--- config.mk ---
export PLATFORM = sky130hd
export DESIGN_NAME = cs_add_sequencer
export DESIGN_NICKNAME = d
export VERILOG_FILES = /design/src/rtl/cs_seq_pkg.sv /design/src/rtl/cs_add_sequencer_cs_block.sv /design/src/rtl/cs_add_sequencer.sv
export SDC_FILE = /design/constraint.sdc
export NUM_CORES = 1
export LEC_CHECK = 0
export ABC_AREA = 1
export BUFFER_PORTS_ARGS = -buffer_cell sky130_fd_sc_hd__buf_2
export CORE_MARGIN = 10
export CORE_UTILIZATION = 55
export DETAILED_ROUTE_END_ITERATION = 8
export GPL_ROUTABILITY_DRIVEN = 1
export GPL_TIMING_DRIVEN = 1
export PLACE_DENSITY = 0.76
export SETUP_SLACK_MARGIN = 0.1
export SLEW_MARGIN = 20
export SYNTH_ARGS = -nofsm -noshare
export SYNTH_HDL_FRONTEND = slang
export SYNTH_SLANG_ARGS = --single-unit
--- constraint.sdc ---
create_clock -name clk -period 4.4 [get_ports clk]
set_input_delay 0.66 -clock clk [delete_from_list [all_inputs] [get_ports clk]]
set_output_delay 0.66 -clock clk [all_outputs]
set_load 0.02 [all_outputs]
--- src/rtl/cs_seq_pkg.sv ---
// Shared types and sizing helpers for the multi-cycle carry-select adder sequencer.
package cs_seq_pkg;

  typedef enum logic [1:0] {
    IDLE,
    RUN,
    DONE
  } seq_state_t;

  typedef struct packed {
    logic [31:0] nslice;
    logic [31:0] idx_w;
  } seq_dims_t;

  // Slice count and slice-counter width; the counter is never narrower than one bit.
  function automatic seq_dims_t calc_dims(input int width, input int slice);
    seq_dims_t d;
    int n;
    n = width / slice;
    d.nslice = 32'(n);
    d.idx_w  = (n <= 1) ? 32'd1 : 32'($clog2(n));
    return d;
  endfunction

endpackage

--- src/rtl/cs_add_sequencer_cs_block.sv ---
// Carry-select adder slice: both carry-in outcomes are formed up front and sel picks one.
module CS_block #(
  parameter int sizeRCA = 4
) (
  input  logic [sizeRCA-1:0] A,
  input  logic [sizeRCA-1:0] B,
  input  logic               sel,
  output logic [sizeRCA-1:0] S,
  output logic               Cout
);

  logic [sizeRCA:0] sum_c0;
  logic [sizeRCA:0] sum_c1;

  assign sum_c0 = {1'b0, A} + {1'b0, B};
  assign sum_c1 = {1'b0, A} + {1'b0, B} + {{sizeRCA{1'b0}}, 1'b1};

  assign {Cout, S} = sel ? sum_c1 : sum_c0;

endmodule

--- src/rtl/cs_add_sequencer.sv ---
// Sequences a WIDTH-bit add through one SLICE-bit carry-select slice, one slice per cycle.
// Optional macro CS_SEQ_SUB_EN adds the sub port for two's-complement subtraction.
module cs_add_sequencer
  import cs_seq_pkg::*;
#(
  parameter int WIDTH = 32,
  parameter int SLICE = 4
) (
  input  logic             clk,
  input  logic             rst,
  input  logic             in_valid,
  output logic             in_ready,
  input  logic [WIDTH-1:0] A,
  input  logic [WIDTH-1:0] B,
  input  logic             Carry_i,
`ifdef CS_SEQ_SUB_EN
  input  logic             sub,
`endif
  output logic             out_valid,
  input  logic             out_ready,
  output logic [WIDTH-1:0] S,
  output logic             Carry_o
);

  localparam seq_dims_t DIMS = calc_dims(WIDTH, SLICE);
  localparam int NSLICE = int'(DIMS.nslice);
  localparam int IDX_W  = int'(DIMS.idx_w);
  localparam logic [IDX_W-1:0] LAST_IDX = IDX_W'(NSLICE - 1);

  generate
    if (WIDTH % SLICE != 0) begin : g_bad_width
      $error("cs_add_sequencer: WIDTH must be a multiple of SLICE");
    end
  endgenerate

  seq_state_t state;
  seq_state_t state_next;

  logic [WIDTH-1:0] a_reg;
  logic [WIDTH-1:0] b_reg;
  logic [WIDTH-1:0] s_reg;
  logic             carry_reg;
  logic [IDX_W-1:0] idx;

  logic [SLICE-1:0] slice_a;
  logic [SLICE-1:0] slice_b;
  logic [SLICE-1:0] slice_s;
  logic             slice_c;

  logic [WIDTH-1:0] b_load;
  logic             carry_load;
  logic             accept;
  logic             last;

  // Subtraction is A + ~B + 1, so the slice hardware is shared unchanged.
`ifdef CS_SEQ_SUB_EN
  assign b_load     = sub ? ~B : B;
  assign carry_load = sub ? 1'b1 : Carry_i;
`else
  assign b_load     = B;
  assign carry_load = Carry_i;
`endif

  assign accept  = (state == IDLE) && in_valid;
  assign last    = (idx == LAST_IDX);
  assign slice_a = a_reg[int'(idx)*SLICE +: SLICE];
  assign slice_b = b_reg[int'(idx)*SLICE +: SLICE];

  CS_block #(
    .sizeRCA(SLICE)
  ) u_slice (
    .A   (slice_a),
    .B   (slice_b),
    .sel (carry_reg),
    .S   (slice_s),
    .Cout(slice_c)
  );

  always_ff @(posedge clk or posedge rst) begin
    if (rst) begin
      state <= IDLE;
    end else begin
      state <= state_next;
    end
  end

  always_comb begin
    state_next = state;
    case (state)
      IDLE:    if (in_valid) state_next = RUN;
      RUN:     if (last) state_next = DONE;
      DONE:    if (out_ready) state_next = IDLE;
      default: state_next = IDLE;
    endcase
  end

  always_comb begin
    in_ready  = (state == IDLE);
    out_valid = (state == DONE);
  end

  // Result and carry registers stay untouched outside RUN so DONE and IDLE hold the last sum.
  always_ff @(posedge clk or posedge rst) begin
    if (rst) begin
      a_reg     <= '0;
      b_reg     <= '0;
      s_reg     <= '0;
      carry_reg <= 1'b0;
      idx       <= '0;
    end else if (accept) begin
      a_reg     <= A;
      b_reg     <= b_load;
      s_reg     <= '0;
      carry_reg <= carry_load;
      idx       <= '0;
    end else if (state == RUN) begin
      s_reg[int'(idx)*SLICE +: SLICE] <= slice_s;
      carry_reg                        <= slice_c;
      if (!last) begin
        idx <= idx + 1'b1;
      end
    end
  end

  assign S       = s_reg;
  assign Carry_o = carry_reg;

endmodule

==> flow_metrics.tcl <==
set metrics [dict create \
    status "finished clean" \
    globalRoute.totalOverflow 0 \
    htree_levels 3 \
    crit_chain "clkinv_8, o21ai_0, a21oi_1, a31oi_1, ha_1, fa_1, ha_1, nand2_1, nor2_1, inv_1, nand2_1, nor2_1, nand2_1, o21ai_1" \
    cts-resized-gates 0 \
    gp_congestion 0.869 \
    peakVddDrop_uv 398 \
    cp_max_fo 45 \
    final_common_cell "nand2_1" \
    rsz0062_at_grt "no" \
    grt_pass1_wl_mm 20.7 \
    regArea_um2 2550 \
    skew_ps 11.9 \
    grt.total_usage 0.189 \
    place_area_um2 5560 \
    r2r_slack_ps 1130 \
    synth-xor-area-share 0.00174 \
    initial_core_util 0.572 \
    ys.warnings.count 0 \
    most-common-layout-cells "250 x nand2_1, 103 x buf_2, 102 x dfrtp_1" \
    clk_latency_ps 370 \
    path_delay_family "adder cells" \
    synth_area_um2 5030 \
    drv_slew 0 \
    antenna_found_initial 0 \
    critPathMaxStageDelay_ps 680 \
    postSynthAreaPerCell_um2 7.93 \
    fin_tns_setup_ps 0 \
    syn_to_final_growth_pct 14.2 \
    fp.coreArea_um2 8810 \
    fillers 765 \
    slew_headroom 0.388 \
    synth.area.mux_share 0 \
    die_y_um 116 \
    finalCritPeriodShare 0.743 \
    p_sw_mw 2.53 \
    hpwl_mm 9.17 \
    die_w_um 116 \
    port_buffers 103 \
    p_int_mw 2.52 \
    postCtsHoldBufs 0 \
    leakage_nw 3.14 \
    hold_class "in2async" \
    vias 4418 \
    fmax_mhz 306 \
    pwr-share-seq 0.333 \
    p_clk_frac 0.117 \
    cap_violations 0 \
    initialDrtViolationCount 440 \
    clk_path_buf_depth 2 \
    fin_area_um2 5750 \
    period_minus_slack_ps 3270 \
    critPathBufInv 2 \
    cp_slowest_cell "dfrtp_1" \
    hold_slack_ps 447 \
    drt-pass1-iter-count 5 \
    cts_buffers 9 \
    via_per_inst 5.27 \
    wl_per_cell_um 15.0 \
    multi_input_area_um2 2140 \
    pin_count 104 \
    yosysUniqueCellTypes 31 \
    yosysSeqAreaShare 0.507 \
    crit_required_ps 4690 \
    r2r-end "S[14]$_DFFE_PP0P_" \
    syn-num-nets 717 \
    worst_pin_slew_ps 918 \
    drive_gt1_frac 0.212 \
    yosys.area_share.adder 0.0338 \
    synth_compound_area_frac 0.101 \
    routed_wirelength_mm 12.6 \
    cts_sinks 102 \
    worstSetupEndpointType "flop" \
    swShare 0.501 \
    nNetsFinal 807 \
    arrival_ps 3560 \
    pwr-share-comb 0.551 \
    p_per_area_nw_per_um2 878 \
    grt_pass1_vias 4350 \
    syn_inst 635 \
    rr_worst_depth 14 \
    clk_pin_slew_ps 100 \
    die_area_um2 13400 \
    drc 0 \
    grt_max_degree 77 \
    ant_nets 0 \
    cts_tree "yes" \
    setup_viol 0 \
    synth_simple_gate_area_frac 0.289 \
    hold_violations 0 \
    antennaDiodeCount 0 \
    cts_root_buf "clkbuf_8" \
    crit_type "reg2reg" \
    start_kind "flop" \
    worstReg2RegStart "idx[0]$_DFFE_PP0P_" \
    postCtsSetupRepairBufs 0 \
    crit_start "idx[0]$_DFFE_PP0P_" \
    crit_top_cell "nand2_1" \
    synth_top_family_by_area "simple AND/OR/NAND/NOR gates" \
    rows 34 \
    ys_ff_latch 102 \
]
-- through the flow --
stage | utilization | total power [mW] | std cells | worst slack, ps
floorplan | - | 3.70 | 635 | 1060
global placement | 0.631 | 4.33 | 822 | 1270
detailed placement | 0.631 | 4.44 | 822 | 1170
CTS | 0.653 | 5.04 | 838 | 1160
global route | 0.653 | 5.51 | 838 | 782
finish | 0.653 | 5.05 | 838 | 1130
-- cells in the mapped netlist --
cell type	count	area (µm²)
nor2_2	7	43.8
nand3_4	1	17.5
dfrtp_1	102	2550
a21oi_1	9	45.0
fa_1	1	20.0
o21bai_1	1	7.51
inv_1	33	124
clkbuf_1	7	26.3
inv_2	10	37.5
ha_1	12	150
clkinv_8	1	16.3
nor2_1	50	188
nand2_2	3	18.8
nand3_1	29	145
o31ai_1	1	7.51
nand4_2	1	12.5
nand4_1	2	12.5
o22ai_1	1	6.26
nor2_4	3	33.8
o31ai_2	2	25.0
xnor2_1	1	8.76
buf_2	12	60.1
buf_6	1	11.3
inv_4	2	12.5
o21ai_1	12	60.1
nor3_1	1	5.00
nand3_2	4	40.0
a31oi_1	8	50.1
buf_4	7	52.6
o21ai_0	61	305
nand2_1	250	938
-- worst max path at each step --
stage / to / cells past startpoint / slack, ps
after floorplan: Carry_o$_DFFE_PP0P_ / 1 / 1060
after global placement: S[17]$_DFFE_PP0P_ / 10 / 1270
after detailed placement: S[17]$_DFFE_PP0P_ / 10 / 1170
after CTS: S[17]$_DFFE_PP0P_ / 10 / 1160
after global routing: S[22]$_DFFE_PP0P_ / 14 / 780
final: S[14]$_DFFE_PP0P_ / 14 / 1130
-- logic make-up after synthesis --
group	after synthesis
AOI/OAI and AO/OA	95
xor gates and xnor gates	1
adders and majority gates	13
buffers and inverters	73
DFF	102
and+or+nand+nor	351
-- power by group through the flow --
stage	Clock [mW]	Combinational, mW	Sequential, mW
2_1_floorplan	0	1.96	1.74
3_3_place_gp	0	2.65	1.68
3_5_place_dp	0	2.76	1.69
4_1_cts	0.589	2.78	1.67
5_1_grt	0.637	3.14	1.73
6_report	0.590	2.78	1.68
-- metal layers --
| layer | vias to the layer above | GRT usage | share of wire |
|---|---|---|---|
| met5 | - | 0 | 0 |
| met4 | 0 | 0.0584 | 0.012 |
| met3 | 13 | 0.0517 | 0.075 |
| met2 | 170 | 0.295 | 0.46 |
| met1 | 2047 | 0.250 | 0.45 |
| li1 | 2188 | - | - |
-- layout make-up --
class / count / area share
Sequential cell: 102 / 0.444
Clock buffer: 11 / 0.0228
Tap cell: 108 / 0.0235
Multi-Input combinational cell: 460 / 0.372
Inverter: 46 / 0.0337
Timing Repair Buffer: 106 / 0.0936
Clock inverter: 5 / 0.0102
Power figures use the tool's default switching activity.
